`src/rtl/gemm_operand_feeder.sv`:
```
// rtl/gemm_operand_feeder.sv - streams one A row / B column from operand SRAMs into vec_mac
module gemm_operand_feeder #(
  parameter int N          = 8,
  parameter int WIDTH      = 16,
  parameter int NUM_MACS   = 2,
  parameter int ADDR_W     = 10,
  parameter int FIFO_DEPTH = 2
) (
  input  logic                                  clk,
  input  logic                                  rst,
  input  logic                                  start,
  input  logic [15:0]                           row_size,
  input  logic [ADDR_W-1:0]                     a_base,
  input  logic [ADDR_W-1:0]                     b_base,
  output logic                                  busy,
  output logic                                  done,
  output logic                                  a_rd_en,
  output logic                                  b_rd_en,
  output logic [ADDR_W-1:0]                     a_rd_addr,
  output logic [ADDR_W-1:0]                     b_rd_addr,
  input  logic [NUM_MACS*N*WIDTH-1:0]           a_rd_data,
  input  logic [NUM_MACS*N*WIDTH-1:0]           b_rd_data,
  output logic [NUM_MACS-1:0][0:N-1][WIDTH-1:0] vector_A,
  output logic [NUM_MACS-1:0][0:N-1][WIDTH-1:0] vector_B,
  output logic                                  vec_valid,
  output logic                                  vec_last,
  input  logic                                  vec_ready
);

  localparam int L  = NUM_MACS * N;
  localparam int DW = L * WIDTH;
  localparam int PW = (FIFO_DEPTH > 1) ? $clog2(FIFO_DEPTH) : 1;
  localparam int CW = $clog2(FIFO_DEPTH + 1);
  localparam logic [CW-1:0] DEPTH_C = CW'(FIFO_DEPTH);
  localparam logic [CW:0]   DEPTH_W = (CW + 1)'(FIFO_DEPTH);

  typedef enum logic [1:0] {S_IDLE, S_RUN, S_DRAIN, S_DONE} state_t;

  state_t            r_state;
  logic [15:0]       r_row_size;
  logic [ADDR_W-1:0] r_a_base;
  logic [ADDR_W-1:0] r_b_base;
  logic [15:0]       r_beats;
  logic [15:0]       r_issue;
  logic              r_inflight;
  logic [15:0]       r_cap_idx;
  logic [DW-1:0]     r_fifo_a [FIFO_DEPTH];
  logic [DW-1:0]     r_fifo_b [FIFO_DEPTH];
  logic              r_fifo_last [FIFO_DEPTH];
  logic [PW-1:0]     r_wr_ptr;
  logic [PW-1:0]     r_rd_ptr;
  logic [CW-1:0]     r_count;

  logic              w_valid;
  logic              w_pop;
  logic [CW:0]       w_occ;
  logic              w_rd_en;
  logic [15:0]       w_start_beats;
  logic [31:0]       w_cap_base;
  logic [DW-1:0]     w_cap_a;
  logic [DW-1:0]     w_cap_b;
  logic              w_cap_last;
  logic [DW-1:0]     w_head_a;
  logic [DW-1:0]     w_head_b;
  logic              w_head_last;

  function automatic logic [PW-1:0] ptr_inc(input logic [PW-1:0] p);
    return (p == PW'(FIFO_DEPTH - 1)) ? '0 : p + 1'b1;
  endfunction

  assign w_valid       = (r_count != '0);
  assign w_pop         = w_valid & vec_ready;
  // Entries already committed (buffered or in flight), less the one leaving this cycle
  assign w_occ         = {1'b0, r_count} + (CW + 1)'(r_inflight) - (CW + 1)'(w_pop);
  assign w_rd_en       = (r_state == S_RUN) && (r_issue < r_beats) && (w_occ < DEPTH_W);
  assign w_start_beats = 16'((32'(row_size) + 32'(L - 1)) / 32'(L));
  assign w_cap_base    = 32'(r_cap_idx) * 32'(L);
  assign w_cap_last    = (r_cap_idx == r_beats - 16'd1);
  assign w_head_a      = r_fifo_a[r_rd_ptr];
  assign w_head_b      = r_fifo_b[r_rd_ptr];
  assign w_head_last   = r_fifo_last[r_rd_ptr];

  assign a_rd_en   = w_rd_en;
  assign b_rd_en   = w_rd_en;
  assign a_rd_addr = w_rd_en ? r_a_base + ADDR_W'(r_issue) : '0;
  assign b_rd_addr = w_rd_en ? r_b_base + ADDR_W'(r_issue) : '0;
  assign busy      = (r_state != S_IDLE);
  assign done      = (r_state == S_DONE);
  assign vec_valid = w_valid;

  // Zero every lane past the end of the row in the beat being captured
  always_comb begin
    w_cap_a = a_rd_data;
    w_cap_b = b_rd_data;
    for (int k = 0; k < L; k++) begin
      if (w_cap_base + 32'(k) >= 32'(r_row_size)) begin
        w_cap_a[k*WIDTH +: WIDTH] = '0;
        w_cap_b[k*WIDTH +: WIDTH] = '0;
      end
    end
  end

  // Present the head entry, remapping flat lane k to [k/N][k%N]; zeros when empty
  always_comb begin
    vector_A = '0;
    vector_B = '0;
    vec_last = 1'b0;
    if (w_valid) begin
      vec_last = w_head_last;
      for (int m = 0; m < NUM_MACS; m++) begin
        for (int i = 0; i < N; i++) begin
          vector_A[m][i] = w_head_a[(m*N+i)*WIDTH +: WIDTH];
          vector_B[m][i] = w_head_b[(m*N+i)*WIDTH +: WIDTH];
        end
      end
    end
  end

  // Control FSM: latch config on start, count issued reads, finish on the last handshake
  always_ff @(posedge clk or negedge rst) begin
    if (!rst) begin
      r_state    <= S_IDLE;
      r_row_size <= '0;
      r_a_base   <= '0;
      r_b_base   <= '0;
      r_beats    <= '0;
      r_issue    <= '0;
    end else begin
      case (r_state)
        S_IDLE: begin
          if (start) begin
            r_row_size <= row_size;
            r_a_base   <= a_base;
            r_b_base   <= b_base;
            r_beats    <= w_start_beats;
            r_issue    <= '0;
            r_state    <= (row_size == 16'd0) ? S_DONE : S_RUN;
          end
        end
        S_RUN: begin
          if (w_rd_en) begin
            r_issue <= r_issue + 16'd1;
            if (r_issue + 16'd1 == r_beats) r_state <= S_DRAIN;
          end
        end
        S_DRAIN: begin
          if (w_pop && w_head_last) r_state <= S_DONE;
        end
        S_DONE:  r_state <= S_IDLE;
        default: r_state <= S_IDLE;
      endcase
    end
  end

  // Track the outstanding read and move captured beats through the buffer
  always_ff @(posedge clk or negedge rst) begin
    if (!rst) begin
      r_inflight <= 1'b0;
      r_cap_idx  <= '0;
      r_wr_ptr   <= '0;
      r_rd_ptr   <= '0;
      r_count    <= '0;
      for (int e = 0; e < FIFO_DEPTH; e++) begin
        r_fifo_a[e]    <= '0;
        r_fifo_b[e]    <= '0;
        r_fifo_last[e] <= 1'b0;
      end
    end else begin
      r_inflight <= w_rd_en;
      if (w_rd_en) r_cap_idx <= r_issue;
      if (r_inflight) begin
        r_fifo_a[r_wr_ptr]    <= w_cap_a;
        r_fifo_b[r_wr_ptr]    <= w_cap_b;
        r_fifo_last[r_wr_ptr] <= w_cap_last;
        r_wr_ptr              <= ptr_inc(r_wr_ptr);
      end
      if (w_pop) r_rd_ptr <= ptr_inc(r_rd_ptr);
      case ({r_inflight, w_pop})
        2'b10:   r_count <= r_count + 1'b1;
        2'b01:   r_count <= r_count - 1'b1;
        default: r_count <= r_count;
      endcase
    end
  end

  // A capture into a full buffer with no pop would silently drop a beat
  always_ff @(posedge clk) begin
    if (rst && r_inflight && !w_pop) assert (r_count < DEPTH_C);
  end

endmodule

```
`config.mk`:
```
export PLATFORM = sky130hd
export DESIGN_NAME = gemm_operand_feeder
export DESIGN_NICKNAME = d
export VERILOG_FILES = /design/src/rtl/gemm_operand_feeder.sv
export SDC_FILE = /design/constraint.sdc
export NUM_CORES = 2
export LEC_CHECK = 0
export ABC_CLOCK_PERIOD_IN_PS = 4000
export CORE_ASPECT_RATIO = 0.7
export CORE_MARGIN = 2
export CORE_UTILIZATION = 30
export CTS_CLUSTER_SIZE = 12
export DETAILED_ROUTE_END_ITERATION = 16
export DONT_BUFFER_PORTS = 1
export PLACE_DENSITY = 0.45
export SLEW_MARGIN = 20
export SYNTH_ARGS = -nofsm -noshare
export SYNTH_HDL_FRONTEND = slang
export SYNTH_SLANG_ARGS = --single-unit
```
`constraint.sdc`:
```
create_clock -name clk -period 4 [get_ports clk]
set_input_delay 0.2 -clock clk [delete_from_list [all_inputs] [get_ports clk]]
set_output_delay 0.2 -clock clk [all_outputs]
set_load 0.03 [all_outputs]
```
==> flow_metrics.py <==
metrics = {
    "outcome": {
        "status": "finished clean",
    },
    "layout": {
        "finish.net_count": 6355,
        "multi_input_area_mm2": 0.0220,
        "fillCellCount": 17216,
        "instances_no_fill": 8102,
        "final_core_util": 0.379,
        "final_common_cell": "dfrtp_1",
        "final_cell_mix": "dfrtp_1 (1,111), nand2_1 (1,107), o21ai_0 (747)",
        "fin_area_mm2": 0.0648,
        "regArea_mm2": 0.0279,
        "drive_above_1_share": 0.0863,
        "syn_to_final_growth_pct": 25.8,
    },
    "synthesis": {
        "yosysUniqueCellTypes": 62,
        "ys_seq_area_frac": 0.541,
        "syn_nets": 5877,
        "avgSynthCellArea_um2": 9.78,
        "synth-seq-cells": 1114,
        "syn_area_mm2": 0.0515,
        "synth_cells": 5270,
        "async_reset_ff_frac": 1.00,
        "ys.flop_type": "dfrtp_1",
        "synth_enable_flop_cells": 0,
        "yosysWarnings": 0,
    },
    "routing": {
        "wl_per_cell_um": 22.3,
        "via_per_inst": 5.03,
        "vias": 40775,
        "drc": 0,
        "ant_nets": 0,
        "first_iter_violations": 2922,
        "dr.pass1.iters": 5,
        "routed_wl_mm": 180,
    },
    "sta": {
        "worst_pin_slew_ns": 1.29,
        "holdWs_ns": 0.0674,
        "fin_skew_ns": 0.0469,
        "rsz0062_at_grt": "yes",
        "setup_tns_ns": 0,
        "worst_slack_ns": 0.0694,
        "finalCritPeriodShare": 0.983,
        "max_freq_mhz": 254,
        "slew_viol_final": 0,
        "slew_headroom": 0.140,
        "setup_viol": 0,
        "hold_violations": 0,
        "finalCriticalPeriod_ns": 3.93,
    },
    "placement": {
        "post-place-ws_ns": 0.368,
        "port_buffers": 0,
        "place.gp.congestion": 0.801,
        "place_hpwl_mm": 122,
        "placed_area_mm2": 0.0548,
        "dp.cells": 7297,
    },
    "global_route": {
        "grt_max_degree": 209,
        "globalRouteOverflowTotal": 0,
        "grt_antenna_before_repair": 21,
        "grt_pass1_vias": 41077,
        "grt_usage": 0.197,
        "grt_pass1_wl_mm": 269,
    },
    "run": {
        "maxCapViolCount": 0,
    },
    "worst_setup_path": {
        "crit_family": "simple AND/OR/NAND/NOR gates",
        "crit_required_ns": 3.80,
        "crit_chain": "nor2_4 > inv_2 > nand2_2 > inv_2 > ha_4 > nand2b_4 > fa_2 > nand4bb_1 > nor4_2 > and4_1 > a21oi_4 > clkinvlp_4 > and2_4 > buf_6",
        "cpPeakStageDelay_ns": 0.48,
        "cp_num_buf_inv": 4,
        "start_kind": "flop",
        "critPathCaptureType": "output port",
        "critPathMostFrequentCell": "inv_2",
        "cp.arrival_ns": 3.73,
        "cpMaxStageDelayCell": "fa_2",
        "crit_path_max_fanout": 7,
        "crit_type": "reg2out",
    },
    "clock_tree": {
        "clockBufferDepth": 3,
        "htree_levels": 3,
        "path_clk_slew_ns": 0.06,
        "cts.sinks": 1114,
        "clkLatencyLatePin_ns": 0.75,
        "cts_buffers": 117,
        "cts-root-buf": "clkbuf_16",
        "cts_tree": "yes",
    },
    "floorplan": {
        "die_y_um": 351,
        "start_util": 0.301,
        "fp-row-count": 127,
        "dieArea_mm2": 0.175,
        "fp.coreArea_mm2": 0.171,
        "num_io_pins": 1090,
        "die_w_um": 499,
    },
    "power": {
        "powerDensity_mw_per_mm2": 911,
        "power_mw": 59.1,
        "p_leak_nw": 30.9,
        "ir_drop_mv": 0.588,
    },
    "worst_hold_path": {
        "min_path_type": "in2async",
    },
}
==> final timing paths <==
kind	from	cells past startpoint	slack (ns)	endpoint
max	r_count[0]	14	0.07	b_rd_addr[1]
min in group clk	row_size[9]	5	0.16	r_state[1]
min	rst	2	0.07	r_fifo_a[67]
max reg2reg	r_count[0]	14	0.47	r_state[1]
max in group asynchronous	rst	7	0.90	r_fifo_a[211]
min reg2reg	r_fifo_a[177]	2	0.48	r_fifo_a[177]
==> report_power, final <==
group / switching, mW / total (mW) / internal [mW] / leakage, nW
registers: 2.79 / 19.2 / 16.4 / 13.9
logic: 20.2 / 28.9 / 8.70 / 15.2
clock network: 4.81 / 11.0 / 6.20 / 1.85
==> worst register-to-register path: stages (launching register included) <==
cell and delay [ns]:
dfrtp_2 0.44, nor2_4 0.13, inv_2 0.05, nand2_2 0.07, inv_2 0.06, ha_4 0.20
nand2b_4 0.14, fa_2 0.58, nand4bb_1 0.13, nor4_2 0.29, and4_1 0.27, a21oi_4 0.15
buf_12 0.23, o32ai_2 0.37, mux2_1 0.35
==> synth_stat cells (all sizes together), types with 4 or more instances <==
cell type	number	area, um^2
nor2b	9	56.3
nor3	19	95.1
o21a	23	173
and3	5	31.3
a211o	5	43.8
xnor2	30	263
clkbuf	358	1340
buf	81	374
a21o	8	60.1
ha	52	651
nand4	8	56.3
mux2i	516	5160
or4	6	45.0
nand3	23	115
nand2b	7	43.8
o21ai	749	3750
dfrtp	1114	27900
a21oi	43	215
o31ai	5	37.5
nand2	1112	4170
or3	13	91.3
nor2	567	2130
inv	44	165
a2111oi	5	43.8
and2	8	50.1
mux2	49	552
nor4	6	37.5
a22o	67	587
a32o	256	2560
o211ai	6	45.0
a211oi	4	30.0
xor2	35	307
o21bai	5	37.5
==> registers in the layout, indices dropped and copies added (netlist names), 10 cells and up <==
signal      cells
r_a_base       10
r_b_base       10
r_beats        13
r_cap_idx      16
r_fifo_a      512
r_fifo_b      512
r_issue        16
r_row_size     16
==> final cells by class <==
type	instances	share of cell area
timing repair buffer	798	0.125
clock inverter	32	0.00631
multi-input combinational	3673	0.340
sequential	1114	0.430
clock buffer	169	0.0519
antenna	15	0.000579
inverter	44	0.00261
tap	2257	0.0436
==> kinds of logic (layout without fill, tap and decap cells) <==
logic type | count (synthesis) | after routing | share of synthesized area
AOI/OAI and AO/OA | 1191 | 1191 | 0.150
xor gates and xnor gates | 65 | 65 | 0.0111
adders and majority gates | 56 | 56 | 0.0140
buffers and inverters | 483 | 1043 | 0.0366
DFF | 1114 | 1114 | 0.541
muxes | 565 | 565 | 0.111
other | 0 | 15 | 0
and+or+nand+nor | 1796 | 1796 | 0.136
==> metal layers <==
layer  vias up  share of wire  track usage
met1     20368           0.45        0.266
met4        12          0.030       0.0597
met2      1013           0.47        0.321
met5         -        0.00037            0
met3       266          0.050       0.0392
li1      19116              -            -
==> timing repair <==
item	4_1_cts	5_1_grt
gates cloned	0	2
endpoints found under the hold margin	1495	0
resized for setup	7	59
buffers inserted	6	6
hold buffers	572	0
endpoints found under the setup margin	107	76
pin swaps	3	25
No activity file was read; power rests on OpenSTA's default activity.
